<file path="src/rtl/fnd_pkg.sv">
// rtl/fnd_pkg.sv - shared types, sizes and the double-dabble step for the FND scan controller
// Purpose: constants shared by the converter and the scan top, the controller state
//          enum, and one combinational shift-add-3 step.
// Ports:   none (package).
package fnd_pkg;

  localparam int DIGITS      = 4;
  localparam int BIN_W       = 14;
  localparam int BCD_W       = 4 * DIGITS;
  localparam int MAX_DISPLAY = 9999;

  // Shown in place of the real value when the input does not fit in four digits.
  localparam logic [BCD_W-1:0] OVF_BCD = 16'h9999;

  typedef enum logic [1:0] {
    IDLE    = 2'd0,
    CONVERT = 2'd1,
    UPDATE  = 2'd2
  } state_t;

  // One double-dabble iteration. Each BCD nibble >= 5 gets +3, then the
  // concatenation {bcd, bin} shifts left by one bit.
  function automatic logic [BCD_W+BIN_W-1:0] dabble_step(
    input logic [BCD_W-1:0] bcd,
    input logic [BIN_W-1:0] bin
  );
    logic [BCD_W-1:0] adj;
    adj = bcd;
    for (int k = 0; k < DIGITS; k++) begin
      if (adj[4*k +: 4] >= 4'd5) adj[4*k +: 4] = adj[4*k +: 4] + 4'd3;
    end
    return {adj[BCD_W-2:0], bin, 1'b0};
  endfunction

endpackage

</file>
<file path="src/rtl/bin2bcd_seq.sv">
// rtl/bin2bcd_seq.sv - iterative 14-bit binary to 16-bit BCD converter, one bit per cycle
// Purpose: sequential double-dabble converter.
// Ports:   clk, rst     - clock, asynchronous active-high reset
//          start        - capture bin_in and clear the accumulator
//          bin_in[13:0] - value to convert
//          bcd_out[15:0]- BCD accumulator (final once done has been seen)
//          done         - high during the last of the 14 conversion steps
module bin2bcd_seq
  import fnd_pkg::*;
(
  input  logic             clk,
  input  logic             rst,
  input  logic             start,
  input  logic [BIN_W-1:0] bin_in,
  output logic [BCD_W-1:0] bcd_out,
  output logic             done
);

  logic [BIN_W-1:0]       shift_q;
  logic [3:0]             step_q;
  logic                   running_q;
  logic [BCD_W+BIN_W-1:0] next_w;

  assign next_w = dabble_step(bcd_out, shift_q);

  // Marks the cycle whose step is the 14th, so the controller can leave
  // CONVERT on the same edge that completes the result.
  assign done = running_q && (step_q == 4'(BIN_W - 1));

  always_ff @(posedge clk or posedge rst) begin
    if (rst) begin
      shift_q   <= '0;
      bcd_out   <= '0;
      step_q    <= '0;
      running_q <= 1'b0;
    end else if (start) begin
      shift_q   <= bin_in;
      bcd_out   <= '0;
      step_q    <= '0;
      running_q <= 1'b1;
    end else if (running_q) begin
      {bcd_out, shift_q} <= next_w;
      step_q             <= step_q + 4'd1;
      if (done) running_q <= 1'b0;
    end
  end

endmodule

</file>
<file path="src/rtl/fnd_scan_controller.sv">
// rtl/fnd_scan_controller.sv - 4-digit FND scan controller with binary-to-BCD conversion
// Purpose: captures a binary value, converts it to BCD in the background and
//          multiplexes the displayed digits with optional leading-zero blanking.
// Ports:   i_clk, i_reset      - clock, asynchronous active-high reset
//          i_value[13:0]       - binary value, captured on i_load while idle
//          i_load              - single-cycle capture request
//          o_busy              - conversion or display update in progress
//          o_overflow          - last captured value was above 9999
//          o_digitSelect[1:0]  - active digit, 0 = least significant
//          o_bcd[3:0]          - BCD nibble of the active digit
//          o_en                - active digit lit
module fnd_scan_controller
  import fnd_pkg::*;
#(
  parameter int DIV_COUNT = 100000,
  parameter int BLANK_LZ  = 1
) (
  input  logic             i_clk,
  input  logic             i_reset,
  input  logic [BIN_W-1:0] i_value,
  input  logic             i_load,
  output logic             o_busy,
  output logic             o_overflow,
  output logic [1:0]       o_digitSelect,
  output logic [3:0]       o_bcd,
  output logic             o_en
);

  localparam int PRE_W = (DIV_COUNT > 1) ? $clog2(DIV_COUNT) : 1;

  state_t           state_q;
  logic             ovf_pending_q;
  logic [BCD_W-1:0] disp_q;
  logic [BCD_W-1:0] conv_bcd;
  logic             conv_done;
  logic             start;
  logic [PRE_W-1:0] presc_q;
  logic [1:0]       sel_q;
  logic             lit;

  assign start  = (state_q == IDLE) && i_load;
  assign o_busy = (state_q != IDLE);

  bin2bcd_seq u_conv (
    .clk     (i_clk),
    .rst     (i_reset),
    .start   (start),
    .bin_in  (i_value),
    .bcd_out (conv_bcd),
    .done    (conv_done)
  );

  // The display register only changes in UPDATE, so the scan never sees a
  // half-converted value.
  always_ff @(posedge i_clk or posedge i_reset) begin
    if (i_reset) begin
      state_q       <= IDLE;
      ovf_pending_q <= 1'b0;
      disp_q        <= '0;
      o_overflow    <= 1'b0;
    end else begin
      case (state_q)
        IDLE: begin
          if (i_load) begin
            state_q       <= CONVERT;
            ovf_pending_q <= (i_value > 14'(MAX_DISPLAY));
          end
        end
        CONVERT: begin
          if (conv_done) state_q <= UPDATE;
        end
        UPDATE: begin
          disp_q     <= ovf_pending_q ? OVF_BCD : conv_bcd;
          o_overflow <= ovf_pending_q;
          state_q    <= IDLE;
        end
        default: state_q <= IDLE;
      endcase
    end
  end

  // Free-running digit scan, independent of the conversion FSM.
  always_ff @(posedge i_clk or posedge i_reset) begin
    if (i_reset) begin
      presc_q <= '0;
      sel_q   <= 2'd0;
    end else if (presc_q == PRE_W'(DIV_COUNT - 1)) begin
      presc_q <= '0;
      sel_q   <= sel_q + 2'd1;
    end else begin
      presc_q <= presc_q + PRE_W'(1);
    end
  end

  assign o_digitSelect = sel_q;

  // A digit is a leading zero when it and every more significant nibble are zero.
  always_comb begin
    o_bcd = disp_q[3:0];
    lit   = 1'b1;
    case (sel_q)
      2'd1: begin o_bcd = disp_q[7:4];   lit = |disp_q[15:4];  end
      2'd2: begin o_bcd = disp_q[11:8];  lit = |disp_q[15:8];  end
      2'd3: begin o_bcd = disp_q[15:12]; lit = |disp_q[15:12]; end
      default: begin o_bcd = disp_q[3:0]; lit = 1'b1; end
    endcase
    o_en = (BLANK_LZ != 0) ? lit : 1'b1;
  end

endmodule

</file>
<file path="config.mk">
export PLATFORM = sky130hd
export DESIGN_NAME = fnd_scan_controller
export DESIGN_NICKNAME = d
export VERILOG_FILES = /design/src/rtl/fnd_pkg.sv /design/src/rtl/bin2bcd_seq.sv /design/src/rtl/fnd_scan_controller.sv
export SDC_FILE = /design/constraint.sdc
export NUM_CORES = 1
export LEC_CHECK = 0
export BUFFER_PORTS_ARGS = -buffer_cell sky130_fd_sc_hd__buf_2
export CORE_MARGIN = 1.5
export CORE_UTILIZATION = 45
export CTS_CLUSTER_DIAMETER = 200
export CTS_CLUSTER_SIZE = 30
export DETAILED_ROUTE_END_ITERATION = 6
export SLEW_MARGIN = 15
export SYNTH_ARGS = -nofsm -noshare
export SYNTH_HDL_FRONTEND = slang
export SYNTH_SLANG_ARGS = --single-unit
</file>
<file path="constraint.sdc">
create_clock -name i_clk -period 3.3 [get_ports i_clk]
set_input_delay 0.33 -clock i_clk [delete_from_list [all_inputs] [get_ports i_clk]]
set_output_delay 0.33 -clock i_clk [all_outputs]
set_load 0.01 [all_outputs]
</file>
Word-level counts from Yosys, hierarchy flattened
Cells that the tools add are included.
- input bits: 17
- logic and storage cells: 61
- register bits: 74
- $add $sub $neg: 7
- magnitude comparators: 5
- multiplexer cells: 20
- equality and inequality tests: 9
- reduce and logical (&&, ||, !) cells: 10
- operator list (kind ; count):
    16-bit 2-to-1 mux ; 3
    14-bit 2-to-1 mux ; 2
    4-bit 2-to-1 mux ; 5
    17-bit by 1-bit adder with 17-bit output (second input constant) ; 1
    17-bit equality test (second input constant) ; 1
    17-bit 2-to-1 mux ; 1
    4-bit by 3-bit greater-or-equal comparator with 1-bit output (second input constant) ; 4
    14-bit greater-than comparator (second input constant) ; 1
    4-bit by 2-bit adder with 4-bit output (second input constant) ; 3
    4-bit one-hot mux with 3 select lines ; 1
    12-bit OR reduction ; 1
    8-bit OR reduction ; 1
    2-bit equality test (second input constant) ; 3
    4-bit by 1-bit adder with 4-bit output (second input constant) ; 1
    2-bit by 1-bit equality test with 1-bit output (second input constant) ; 2
    4-bit equality test (second input constant) ; 1
    2-bit 2-to-1 mux ; 2
    2-bit inequality test (second input constant) ; 2
    2-bit one-hot mux with 2 select lines ; 1
    2-bit AND reduction ; 2
    2-bit nonzero test ; 2
    4-bit OR reduction ; 1
    3-bit by 2-bit adder with 3-bit output (second input constant) ; 1
    1-bit 2-to-1 mux ; 3
    5 further kinds ; 6

Logic depth before layout (Yosys ltp)
Gate-level depths: netlist (run 1).
- depth after elaboration: 5
- mapped depth: 7
- gate-level depth less buffers: 6

Hierarchy
From an unflattened synthesis (run 1), not the netlist that was laid out.
- cells, all modules: 387
- area, all modules: 3776.1 sq um
- by module, submodules not included (module ; cells an instance ; area each (sq um) ; instances):
    fnd_scan_controller ; 194 ; 1891.8 ; 1
    bin2bcd_seq ; 193 ; 1884.3 ; 1

Worst setup path before layout (run 1)
Ideal clock, no wire load.
- path kind: reg2reg
- start point: register presc_q[0]
- end point: register sel_q[1], in the netlist o_digitSelect[1]
- library setup time: 125 ps
- stages on the path, launching flop included: 7
- slack: 1567 ps
- data required time: 3175 ps
- data arrival time: 1608 ps
- path through: dfrtp_1 -> ha_1 -> and4_1 -> buf_4 -> nand4_1 -> nor4b_2 -> mux2_2
- longest elaborated chain between the ends: 1
- RTL lines (item ; line ; source):
    from (decl) ; fnd_scan_controller.sv:37 ; logic [PRE_W-1:0] presc_q;
    from (signal assigned) ; fnd_scan_controller.sv:91 ; presc_q <= presc_q + PRE_W'(1);
    17-bit equality test ; fnd_scan_controller.sv:87 ; end else if (presc_q == PRE_W'(DIV_COUNT - 1)) begin
    to (signal assigned) ; fnd_scan_controller.sv:89 ; sel_q <= sel_q + 2'd1;
    to (decl) ; fnd_scan_controller.sv:38 ; logic [1:0] sel_q;
Every way passes these cells.
A chain may end at the register's enable or synchronous reset.

Worst setup path after layout (run 1)
- start point: register disp_q[5]
- end point: output port o_en
- longest elaborated chain between the ends: 2
- RTL lines (item ; line ; source):
    from (decl) ; fnd_scan_controller.sv:33 ; logic [BCD_W-1:0] disp_q;
    from (signal assigned) ; fnd_scan_controller.sv:73 ; disp_q <= ovf_pending_q ? OVF_BCD : conv_bcd;
    12-bit OR reduction ; fnd_scan_controller.sv:102 ; 2'd1: begin o_bcd = disp_q[7:4]; lit = |disp_q[15:4]; end
    1-bit one-hot mux with 3 select lines ; fnd_scan_controller.sv:101 ; case (sel_q)
    to (decl) ; fnd_scan_controller.sv:26 ; output logic o_en
Every way passes these cells.

==> impl_metrics.prom, run 1 <==
# TYPE chip_impl_metric gauge
chip_impl_info{name="status",value="finished clean"} 1
chip_impl_metric{name="synth.top_cell.area_share",unit=""} 0.504
chip_impl_metric{name="detailed_place_hpwl",unit="um"} 4830
chip_impl_metric{name="synth-seq-area-share",unit=""} 0.504
chip_impl_metric{name="clk_transition_reported_paths",unit="ps"} 80
chip_impl_metric{name="die_h",unit="um"} 93.3
chip_impl_metric{name="power.static_leakage",unit="uW"} 0.00188
chip_impl_metric{name="clock_skew",unit="ps"} 9.95
chip_impl_info{name="endpoint_of_the_worst_register_to_register_path",value="o_digitSelect[1]"} 1
chip_impl_info{name="unrepaired_setup_endpoints_after_global_routing",value="no"} 1
chip_impl_info{name="hold_path_class",value="in -> async"} 1
chip_impl_metric{name="post_synthesis_instance_area",unit="um2"} 3670
chip_impl_metric{name="ys_ff_latch",unit=""} 74
chip_impl_metric{name="cts_setup_buffers",unit=""} 0
chip_impl_metric{name="area_growth_syn_to_layout",unit="%"} 12.5
chip_impl_metric{name="tritoncts_num_sinks",unit=""} 74
chip_impl_metric{name="timing.slew.headroom",unit=""} 0.277
chip_impl_metric{name="pre_cts_slack",unit="ps"} 1270
chip_impl_metric{name="die_area",unit="um2"} 8710
chip_impl_metric{name="grt_max_degree",unit=""} 50
chip_impl_metric{name="floorplan.rows",unit=""} 32
chip_impl_metric{name="fin_crit_sh",unit=""} 0.630
chip_impl_metric{name="slew_viol_final",unit=""} 0
chip_impl_metric{name="worst_ir_drop_vdd",unit="uV"} 436
chip_impl_metric{name="n_antenna_cell",unit=""} 0
chip_impl_metric{name="ant_nets",unit=""} 0
chip_impl_metric{name="post_route_cells_drive_above_1_share",unit=""} 0.130
chip_impl_info{name="cp-end-kind",value="primary output"} 1
chip_impl_info{name="regToRegStartpoint",value="presc_q[0]"} 1
chip_impl_metric{name="floorplan.core_area",unit="um2"} 7810
chip_impl_metric{name="numCtsBuffers",unit=""} 9
chip_impl_metric{name="cts_repair_resize_count",unit=""} 0
chip_impl_metric{name="drv.max_cap_violation_count",unit=""} 0
chip_impl_metric{name="critical_path_peak_fanout",unit=""} 3
chip_impl_metric{name="grt_use_total",unit=""} 0.186
chip_impl_metric{name="worst_pin_slew",unit="ps"} 1080
chip_impl_metric{name="drtIter0Drc",unit=""} 197
chip_impl_metric{name="post_synth_inst_count",unit=""} 379
chip_impl_metric{name="finalSetupViolCount",unit=""} 0
chip_impl_metric{name="yosys_warnings",unit=""} 0
chip_impl_metric{name="vias_in_the_first_global_route",unit=""} 2710
chip_impl_metric{name="async_reset_ff_frac",unit=""} 1.00
chip_impl_metric{name="initial_core_util",unit=""} 0.470
chip_impl_metric{name="number_of_antenna_violations_at_the_first_check_in_global_routing",unit=""} 0
chip_impl_metric{name="crit_required",unit="ps"} 2970
chip_impl_metric{name="post_synth_num_cell_types",unit=""} 37
chip_impl_metric{name="max_freq",unit="MHz"} 481
chip_impl_info{name="ys.flop_type",value="sky130_fd_sc_hd__dfrtp_1"} 1
chip_impl_metric{name="synth_edf_count",unit=""} 0
chip_impl_metric{name="timing.setup.tns",unit="ps"} 0
chip_impl_metric{name="clockBufferDepth",unit=""} 2
chip_impl_metric{name="clock_latency_reported_for_the_late_side_of_the_worst_skew_pair",unit="ps"} 340
chip_impl_metric{name="finalNetCount",unit=""} 435
chip_impl_info{name="cts_tree",value="done"} 1
chip_impl_metric{name="syn_avg_cell_area",unit="um2"} 9.69
chip_impl_metric{name="fillers",unit=""} 720
chip_impl_metric{name="timing.final.hold_violations",unit=""} 0
chip_impl_metric{name="htree_num_levels",unit=""} 3
chip_impl_metric{name="drc_errors",unit=""} 0
chip_impl_info{name="critPathKind",value="reg -> out"} 1
chip_impl_info{name="yosys-top-cells-area",value="sky130_fd_sc_hd__dfrtp_1, sky130_fd_sc_hd__nand2_1, sky130_fd_sc_hd__ha_1"} 1
chip_impl_info{name="cts_root_buffer",value="sky130_fd_sc_hd__clkbuf_8"} 1
chip_impl_metric{name="worst_slack",unit="ps"} 1220
chip_impl_metric{name="globalplace.congestion",unit=""} 0.762
chip_impl_metric{name="cp.arrival",unit="ps"} 1750
chip_impl_metric{name="worst_path_largest_cell_delay",unit="ps"} 510
chip_impl_metric{name="routed-via-count",unit=""} 2741
chip_impl_metric{name="grt_overflow_total",unit=""} 0
chip_impl_metric{name="io-pin-count",unit=""} 26
chip_impl_info{name="path_cells",value="or4_1, a211oi_1, o21ai_0, buf_2"} 1
chip_impl_info{name="critPathSlowestCell",value="sky130_fd_sc_hd__or4_1"} 1
chip_impl_metric{name="timing.reg2reg.setup_slack",unit="ps"} 1240
chip_impl_metric{name="die_width",unit="um"} 93.3
chip_impl_metric{name="finalCriticalPeriod",unit="ps"} 2080
chip_impl_metric{name="vias_per_cell",unit=""} 5.39
chip_impl_metric{name="syn-num-nets",unit=""} 411
chip_impl_metric{name="port-buffer-count",unit=""} 25
chip_impl_metric{name="routedWlPerCell",unit="um"} 14.0
chip_impl_metric{name="first_pass_grt_wire_length",unit="um"} 12700
chip_impl_metric{name="drt-pass1-iter-count",unit=""} 5
chip_impl_metric{name="power.density_cell_area",unit="nW/um2"} 834
chip_impl_info{name="startpoint_type",value="flip-flop"} 1
chip_impl_metric{name="route.final.wire_length",unit="um"} 7100
chip_impl_metric{name="cts_hold_buffers",unit=""} 0
chip_impl_info{name="post_synth_top_area_cell",value="sky130_fd_sc_hd__dfrtp_1"} 1
chip_impl_metric{name="worst-r2r-cell-count",unit=""} 6
[cell usage after synthesis, drive strengths merged (2+ instances only)]
master  number
dfrtp       74
nand2       55
o21ai       36
nor2        29
a21oi       17
inv         16
xnor2       16
ha          15
mux2i       15
clkbuf      12
nand3       11
o22ai       10
a211oi       8
nor3         8
nand4        7
buf          6
nand2b       5
o31ai        5
xor2         5
a222oi       4
or4          4
mux2         3
nor2b        3
and3         2
and4         2
nor4b        2
[state kept, by name, indices dropped and copies added (netlist names), 2 cells and up]
name and count:
o_digitSelect 2, u_conv.bcd_out 16, disp_q 16, state_q 2, u_conv.shift_q 14, u_conv.step_q 4, presc_q 17
[metrics by stage]
stage | power (uW) | hold WS [ps] | instance area [um2] | cells | util
finish | 3450 | 168 | 4130 | 509 | 0.529
CTS | 3470 | 182 | 4130 | 509 | 0.529
global route | 3730 | 207 | 4130 | 509 | 0.529
floorplan | 2320 | 433 | 3670 | 379 | -
global placement | 2570 | 457 | 3890 | 494 | 0.499
detailed placement | 2610 | 466 | 3890 | 494 | 0.499
[cell families (layout without fill, tap and decap cells)]
group	after synthesis	after routing	synth area share
and+or+nand+nor	135	135	0.176
AOI/OAI and AO/OA	81	81	0.129
DFF	74	74	0.504
buffers and inverters	35	63	0.0392
xor gates and xnor gates	21	21	0.0501
muxes	18	18	0.0501
adders and majority gates	15	15	0.0511
[critical path, delay by kind of cell (launching register included)]
| kind | cells | cell delay (ps) |
|---|---|---|
| simple gates | 1 | 510 |
| flops | 1 | 400 |
| buf+inv | 1 | 150 |
| compound gates | 2 | 350 |
[routing by layer]
| layer | part of all wire | up-vias | global-route usage |
|---|---|---|---|
| met2 | 0.44 | 61 | 0.276 |
| met3 | 0.035 | 9 | 0.0333 |
| li1 | - | 1374 | - |
| met5 | 0 | - | 0 |
| met1 | 0.51 | 1297 | 0.270 |
| met4 | 0.017 | 0 | 0.0732 |
[how the worst max path moves through the flow]
stage	startpoint	to	slack, ps	depth (start not counted)
floorplan	i_reset	disp_q[0]	1090	1
CTS	disp_q[7]	o_en	1200	4
detailed placement	presc_q[0]	o_digitSelect[1]	1270	6
global placement	presc_q[0]	o_digitSelect[1]	1330	6
global route	o_digitSelect[0]	o_bcd[1]	1080	5
finish	disp_q[5]	o_en	1220	4
[cells in the final DEF (no fill, tap or decap), types with 6 or more instances in the layout]
| cell type | instances |
|---|---|
| sky130_fd_sc_hd__nand2_1 | 55 |
| sky130_fd_sc_hd__o22ai_1 | 10 |
| sky130_fd_sc_hd__xnor2_1 | 16 |
| sky130_fd_sc_hd__nor3_1 | 8 |
| sky130_fd_sc_hd__ha_1 | 15 |
| sky130_fd_sc_hd__o21ai_0 | 35 |
| sky130_fd_sc_hd__nand4_1 | 7 |
| sky130_fd_sc_hd__nand3_1 | 11 |
| sky130_fd_sc_hd__clkbuf_8 | 10 |
| sky130_fd_sc_hd__a21oi_1 | 17 |
| sky130_fd_sc_hd__nor2_1 | 28 |
| sky130_fd_sc_hd__inv_1 | 15 |
| sky130_fd_sc_hd__a211oi_1 | 8 |
| sky130_fd_sc_hd__mux2i_1 | 15 |
| sky130_fd_sc_hd__buf_4 | 6 |
| sky130_fd_sc_hd__dfrtp_1 | 74 |
| sky130_fd_sc_hd__buf_2 | 25 |
[cell type report]
| type | count | area [um2] | share of cell area |
|---|---|---|---|
| timing repair buffer | 31 | 170 | 0.0412 |
| inverter | 17 | 63.8 | 0.0154 |
| clock inverter | 5 | 103 | 0.0248 |
| tap | 102 | 128 | 0.0309 |
| clock buffer | 10 | 138 | 0.0333 |
| sequential | 74 | 1850 | 0.448 |
| multi-input combinational | 270 | 1680 | 0.406 |
[power breakdown]
part           internal (uW)  switching, uW
Clock                    518            333
Sequential              1180            256
Combinational            521            642
Power figures use the tool's default switching activity.
==> run 2, diff against run 1 <==
- clock period: 3.3 -> 1.7 ns (I/O delays scaled with it)
==> run 2 against run 1 <==
Compared with the run above: sequential cell count did not move; utilization rose by 4.1 points; the run now ends with setup timing left; critical path depth unchanged; worst setup slack lost 1400 ps; clock skew about the same.
==> impl_metrics.prom, run 2 (same netlist as run 1, synthesis figures left out) <==
# TYPE chip_impl_metric gauge
chip_impl_info{name="status",value="finished, violations left"} 1
chip_impl_info{name="failed_checks",value="setup timing"} 1
chip_impl_metric{name="routed-via-count",unit=""} 2877
chip_impl_metric{name="n_antenna_cell",unit=""} 0
chip_impl_metric{name="floorplan.core_area",unit="um2"} 7810
chip_impl_metric{name="port-buffer-count",unit=""} 25
chip_impl_metric{name="finalNetCount",unit=""} 463
chip_impl_metric{name="finalCriticalPeriod",unit="ps"} 1880
chip_impl_metric{name="clock_latency_reported_for_the_late_side_of_the_worst_skew_pair",unit="ps"} 350
chip_impl_metric{name="io-pin-count",unit=""} 26
chip_impl_metric{name="drtIter0Drc",unit=""} 256
chip_impl_metric{name="post_route_cells_drive_above_1_share",unit=""} 0.228
chip_impl_info{name="critPathKind",value="reg -> out"} 1
chip_impl_metric{name="max_freq",unit="MHz"} 531
chip_impl_info{name="cts_root_buffer",value="sky130_fd_sc_hd__clkbuf_8"} 1
chip_impl_metric{name="worst_slack",unit="ps"} -184
chip_impl_info{name="largest_register",value="presc_q"} 1
chip_impl_metric{name="timing.setup.tns",unit="ps"} -680
chip_impl_metric{name="worst_ir_drop_vdd",unit="uV"} 972
chip_impl_info{name="top_library_cells_by_usage_in_the_layout_fill_and_taps_aside",value="sky130_fd_sc_hd__dfrtp_1, sky130_fd_sc_hd__nand2_1, sky130_fd_sc_hd__o21ai_0"} 1
chip_impl_metric{name="critical_path_peak_fanout",unit=""} 2
chip_impl_metric{name="clockBufferDepth",unit=""} 2
chip_impl_metric{name="drc_errors",unit=""} 0
chip_impl_metric{name="numCtsBuffers",unit=""} 9
chip_impl_metric{name="fin_crit_sh",unit=""} 1.11
chip_impl_metric{name="die_area",unit="um2"} 8710
chip_impl_info{name="reg_top3",value="presc_q x17, disp_q x16, u_conv.bcd_out x16"} 1
chip_impl_metric{name="worst_pin_slew",unit="ps"} 386
chip_impl_metric{name="power.density_cell_area",unit="nW/um2"} 1530
chip_impl_metric{name="timing.final.hold_violations",unit=""} 0
chip_impl_metric{name="finalSetupViolCount",unit=""} 8
chip_impl_metric{name="detailed_place_hpwl",unit="um"} 5040
chip_impl_metric{name="htree_num_levels",unit=""} 3
chip_impl_metric{name="die_width",unit="um"} 93.3
chip_impl_metric{name="fin_hold_ws",unit="ps"} 22.9
chip_impl_info{name="cp-end-kind",value="primary output"} 1
chip_impl_metric{name="metal1_wirelength",unit="um"} 3620
chip_impl_metric{name="grt_overflow_total",unit=""} 0
chip_impl_metric{name="power.static_leakage",unit="uW"} 0.00204
chip_impl_metric{name="crit_required",unit="ps"} 1530
chip_impl_metric{name="tritoncts_num_sinks",unit=""} 74
chip_impl_metric{name="cp.arrival",unit="ps"} 1710
chip_impl_metric{name="largest_register_ffs",unit=""} 17
chip_impl_info{name="unrepaired_setup_endpoints_after_global_routing",value="yes"} 1
chip_impl_metric{name="initial_core_util",unit=""} 0.470
chip_impl_metric{name="area_growth_syn_to_layout",unit="%"} 21.3
chip_impl_metric{name="first_pass_grt_wire_length",unit="um"} 13100
chip_impl_metric{name="floorplan.rows",unit=""} 32
chip_impl_metric{name="vias_in_the_first_global_route",unit=""} 2790
chip_impl_metric{name="totalPowerFinal",unit="uW"} 6820
chip_impl_info{name="cts_tree",value="done"} 1
chip_impl_metric{name="drv.max_cap_violation_count",unit=""} 0
chip_impl_metric{name="route.final.wire_length",unit="um"} 7580
chip_impl_info{name="layout.cells.most_common",value="sky130_fd_sc_hd__dfrtp_1"} 1
chip_impl_metric{name="grt_max_degree",unit=""} 75
chip_impl_metric{name="clk_transition_reported_paths",unit="ps"} 80
chip_impl_metric{name="met3_wirelength",unit="um"} 412
chip_impl_metric{name="slew_viol_final",unit=""} 0
chip_impl_metric{name="timing.reg2reg.setup_slack",unit="ps"} -30
chip_impl_metric{name="die_h",unit="um"} 93.3
chip_impl_info{name="highest_layer",value="met4"} 1
chip_impl_info{name="startpoint_type",value="flip-flop"} 1
chip_impl_metric{name="route.met2.wl",unit="um"} 3470
chip_impl_metric{name="ant_nets",unit=""} 0
chip_impl_metric{name="drt-pass1-iter-count",unit=""} 6
chip_impl_metric{name="timing.slew.headroom",unit=""} 0.740
chip_impl_metric{name="grt_use_total",unit=""} 0.191
chip_impl_info{name="hold_path_class",value="in -> reg"} 1
chip_impl_metric{name="number_of_antenna_violations_at_the_first_check_in_global_routing",unit=""} 0
chip_impl_metric{name="vias_per_cell",unit=""} 5.36
chip_impl_metric{name="globalplace.congestion",unit=""} 0.869
chip_impl_metric{name="routedWlPerCell",unit="um"} 14.1
chip_impl_metric{name="clock_skew",unit="ps"} 10.4
[run 2: cell count changes in the layout (fill, tap and decap cells not counted), sizes merged]
cell,before,now
buf,31,58
bufinv,3,2
clkinv,2,3
dlygate4sd3,0,1
[run 2: critical path, cell delays in order, from the launching register on]
cell and delay, ps:
sky130_fd_sc_hd__dfrtp_1 380, sky130_fd_sc_hd__or4_4 550, sky130_fd_sc_hd__a211oi_2 210, sky130_fd_sc_hd__o21ai_1 100
sky130_fd_sc_hd__buf_2 140
[run 2: stage by stage]
stage / cells / utilization / setup WS, ps / instance area [um2]
6_report: 537 / 0.571 / -184 / 4450
5_1_grt: 537 / 0.571 / -254 / 4450
4_1_cts: 534 / 0.563 / -177 / 4390
3_5_place_dp: 511 / 0.519 / -16.1 / 4050
3_3_place_gp: 511 / 0.519 / 50.1 / 4050
2_1_floorplan: 379 / - / -33.2 / 3680
[run 2: what timing repair did]
action,4_1_cts,5_1_grt
endpoints found under the hold margin,74,0
setup endpoints to repair,6,18
gates resized for setup,17,11
hold buffers,1,0
gates cloned,0,1
buffers inserted,7,2
pin swaps,9,4
[run 2: layout make-up]
class,instances,area [um2]
Clock inverter,5,78.8
Timing Repair Buffer,59,412
Clock buffer,10,138
Multi-Input combinational cell,270,1770
Inverter,17,70.1
Tap cell,102,128
Fill cell,717,3350
Sequential cell,74,1850
[run 2: path summary, 6_finish.rpt]
check | startpoint | endpoint | depth (start not counted)
setup / recovery | disp_q[15] | o_en | 4
hold / removal | i_value[3] | u_conv.shift_q[3] | 3
setup reg to reg | presc_q[8] | o_digitSelect[1] | 4
hold reg to reg | o_overflow | o_overflow | 2
max in group asynchronous | i_reset | o_digitSelect[1] | 4
min in group asynchronous | i_reset | u_conv.bcd_out[3] | 4
[run 2: per-layer routing]
layer,track usage,vias to the layer above
li1,-,1426
met1,0.261,1371
met2,0.296,73
met3,0.0423,7
met4,0.0707,0
met5,0,-
[run 2: power breakdown]
| group | switching (uW) | internal, uW |
|---|---|---|
| Combinational | 1380 | 1200 |
| Clock | 644 | 856 |
| Sequential | 457 | 2290 |
==> run 3, diff against run 2 <==
- RECOVER_POWER: default -> 50
==> run 3 against run 2 <==
Compared with the run above: the flow still finishes with violations (setup timing); routed wire length unchanged; count of clock-buffer cells in the layout unchanged; final area down 0.31%; clock power about the same; total power about the same; critical path depth unchanged; largest cell class unchanged; highest routed layer unchanged.
==> impl_metrics.prom, run 3 (same netlist as run 1, synthesis figures left out) <==
# TYPE chip_impl_metric gauge
chip_impl_info{name="status",value="finished, violations left"} 1
chip_impl_info{name="failed_checks",value="setup timing"} 1
chip_impl_info{name="cp-end-kind",value="primary output"} 1
chip_impl_info{name="largest_register",value="presc_q"} 1
chip_impl_metric{name="detailed_place_hpwl",unit="um"} 5040
chip_impl_metric{name="worst_slack",unit="ps"} -179
chip_impl_metric{name="power.switching_fraction",unit=""} 0.364
chip_impl_info{name="top_library_cells_by_usage_in_the_layout_fill_and_taps_aside",value="sky130_fd_sc_hd__dfrtp_1, sky130_fd_sc_hd__nand2_1, sky130_fd_sc_hd__o21ai_0"} 1
chip_impl_metric{name="cells_on_worst_hold_path",unit=""} 3
chip_impl_metric{name="drtIter0Drc",unit=""} 253
chip_impl_metric{name="grt_overflow_total",unit=""} 0
chip_impl_metric{name="timing.reg2reg.setup_slack",unit="ps"} -30
chip_impl_metric{name="finalSetupViolCount",unit=""} 8
chip_impl_metric{name="die_h",unit="um"} 93.3
chip_impl_info{name="cts_tree",value="done"} 1
chip_impl_metric{name="timing.setup.tns",unit="ps"} -641
chip_impl_metric{name="clockBufferDepth",unit=""} 2
chip_impl_metric{name="floorplan.core_area",unit="um2"} 7810
chip_impl_metric{name="vias_per_cell",unit=""} 5.30
chip_impl_metric{name="power_report.internal_total",unit="uW"} 4340
chip_impl_info{name="layout.cells.most_common",value="sky130_fd_sc_hd__dfrtp_1"} 1
chip_impl_metric{name="tritoncts_num_sinks",unit=""} 74
chip_impl_metric{name="n_antenna_cell",unit=""} 0
chip_impl_metric{name="cp.arrival",unit="ps"} 1710
chip_impl_metric{name="fin_crit_sh",unit=""} 1.11
chip_impl_metric{name="drt-pass1-iter-count",unit=""} 4
chip_impl_info{name="hold_path_class",value="in -> reg"} 1
chip_impl_metric{name="max_freq",unit="MHz"} 532
chip_impl_metric{name="grt_use_total",unit=""} 0.191
chip_impl_metric{name="power.static_leakage",unit="uW"} 0.00203
chip_impl_metric{name="worst_pin_slew",unit="ps"} 978
chip_impl_metric{name="initial_core_util",unit=""} 0.470
chip_impl_metric{name="vias_in_the_first_global_route",unit=""} 2790
chip_impl_metric{name="floorplan.rows",unit=""} 32
chip_impl_metric{name="clock_latency_reported_for_the_late_side_of_the_worst_skew_pair",unit="ps"} 350
chip_impl_metric{name="route.final.wire_length",unit="um"} 7580
chip_impl_metric{name="die_width",unit="um"} 93.3
chip_impl_metric{name="clock_skew",unit="ps"} 10.8
chip_impl_metric{name="port-buffer-count",unit=""} 25
chip_impl_metric{name="worst-r2r-cell-count",unit=""} 5
chip_impl_metric{name="worst_ir_drop_vdd",unit="uV"} 973
chip_impl_metric{name="crit_required",unit="ps"} 1530
chip_impl_metric{name="grt_max_degree",unit=""} 75
chip_impl_metric{name="ant_nets",unit=""} 0
chip_impl_metric{name="total_switching_power",unit="uW"} 2480
chip_impl_metric{name="die_area",unit="um2"} 8710
chip_impl_metric{name="drc_errors",unit=""} 0
chip_impl_metric{name="sequentialPowerShare",unit=""} 0.402
chip_impl_metric{name="numCtsBuffers",unit=""} 9
chip_impl_metric{name="finalNetCount",unit=""} 463
chip_impl_metric{name="p_clk_frac",unit=""} 0.220
chip_impl_metric{name="largest_register_ffs",unit=""} 17
chip_impl_info{name="hold_end",value="u_conv.shift_q[3]"} 1
chip_impl_metric{name="timing.final.hold_violations",unit=""} 0
chip_impl_info{name="regToRegStartpoint",value="presc_q[1]"} 1
chip_impl_metric{name="htree_num_levels",unit=""} 3
chip_impl_info{name="critPathKind",value="reg -> out"} 1
chip_impl_metric{name="critical_path_peak_fanout",unit=""} 2
chip_impl_metric{name="globalplace.congestion",unit=""} 0.869
chip_impl_info{name="holdCritStartpoint",value="i_value[3]"} 1
chip_impl_metric{name="io-pin-count",unit=""} 26
chip_impl_metric{name="routedWlPerCell",unit="um"} 14.1
chip_impl_metric{name="timing.slew.headroom",unit=""} 0.348
chip_impl_metric{name="first_pass_grt_wire_length",unit="um"} 13100
chip_impl_metric{name="clk_transition_reported_paths",unit="ps"} 80
chip_impl_info{name="endpoint_of_the_worst_register_to_register_path",value="o_digitSelect[1]"} 1
chip_impl_metric{name="area_growth_syn_to_layout",unit="%"} 20.9
chip_impl_info{name="startpoint_type",value="flip-flop"} 1
chip_impl_metric{name="numPlacedInstances",unit=""} 511
chip_impl_metric{name="share_of_power_burned_in_combinational_logic",unit=""} 0.378
chip_impl_metric{name="power.density_cell_area",unit="nW/um2"} 1540
chip_impl_info{name="unrepaired_setup_endpoints_after_global_routing",value="yes"} 1
chip_impl_info{name="cts_root_buffer",value="sky130_fd_sc_hd__clkbuf_8"} 1
chip_impl_metric{name="final-instance-count-excl-fill",unit=""} 537
chip_impl_metric{name="number_of_antenna_violations_at_the_first_check_in_global_routing",unit=""} 0
chip_impl_metric{name="routed-via-count",unit=""} 2844
chip_impl_metric{name="post_route_cells_drive_above_1_share",unit=""} 0.225
chip_impl_metric{name="slew_viol_final",unit=""} 0
chip_impl_metric{name="drv.max_cap_violation_count",unit=""} 0
chip_impl_metric{name="finalCriticalPeriod",unit="ps"} 1880
chip_impl_info{name="reg_top3",value="presc_q x17, disp_q x16, u_conv.bcd_out x16"} 1
-- run 3: cell types whose count changed in the layout (fill, tap and decap cells not counted), sizes merged --
cell and change:
clkbuf +2, buf -2
-- run 3: power groups by stage --
stage / Sequential (uW) / Combinational, uW / Clock [uW]
floorplan: 2630 / 1860 / 0
global placement: 2740 / 2340 / 0
detailed placement: 2770 / 2410 / 0
CTS: 2730 / 2570 / 1550
global route: 2810 / 2930 / 1600
finish: 2740 / 2580 / 1500
-- run 3: metal layers --
layer  share of wire  up-vias  GRT usage
met5               0        -          0
met4           0.011        0     0.0707
met3           0.043        7     0.0423
met2            0.46       57      0.296
met1            0.49     1353      0.261
li1                -     1427          -
-- run 3: worst max-delay path, stage by stage, from the launching register on --
cell and delay, ps:
sky130_fd_sc_hd__dfrtp_1 380, sky130_fd_sc_hd__or4_4 550, sky130_fd_sc_hd__a211oi_2 200, sky130_fd_sc_hd__o21ai_1 100
sky130_fd_sc_hd__buf_2 140
-- run 3: how the worst max path moves through the flow --
stage | from | endpoint | slack [ps] | cells after the start
after global routing | o_digitSelect[0] | o_bcd[1] | -250 | 4
final | disp_q[15] | o_en | -180 | 4
after detailed placement | presc_q[1] | o_digitSelect[1] | -20 | 5
after global placement | presc_q[0] | o_digitSelect[1] | 50 | 5
after floorplan | presc_q[0] | o_digitSelect[1] | -30 | 6
after CTS | disp_q[11] | o_en | -180 | 4
-- run 3: per-stage QoR --
step           cell area [um2]  utilization  setup slack, ps  hold WS, ps  total power, uW
2_1_floorplan             3680            -            -33.2          287             4490
3_3_place_gp              4050        0.519             50.1          315             5080
3_5_place_dp              4050        0.519            -16.1          313             5180
4_1_cts                   4390        0.563             -177         12.7             6850
5_1_grt                   4440        0.569             -254         30.0             7340
6_report                  4440        0.569             -179         22.0             6820
-- run 3: area by class of cell --
class / instances / area (um2)
timing repair buffer: 59 / 398
inverter: 17 / 70.1
multi-input combinational: 270 / 1770
clock buffer: 10 / 138
tap: 102 / 128
clock inverter: 5 / 78.8
sequential: 74 / 1850
fill: 720 / 3370
-- run 3: timing repair --
item                                    in CTS  in global routing
setup buffers                                7                  2
cloned                                       0                  1
resized for setup                           17                 11
hold buffers                                 1                  0
pin swaps                                    9                  4
endpoints found under the setup margin       6                 18
endpoints found under the hold margin       74                  0
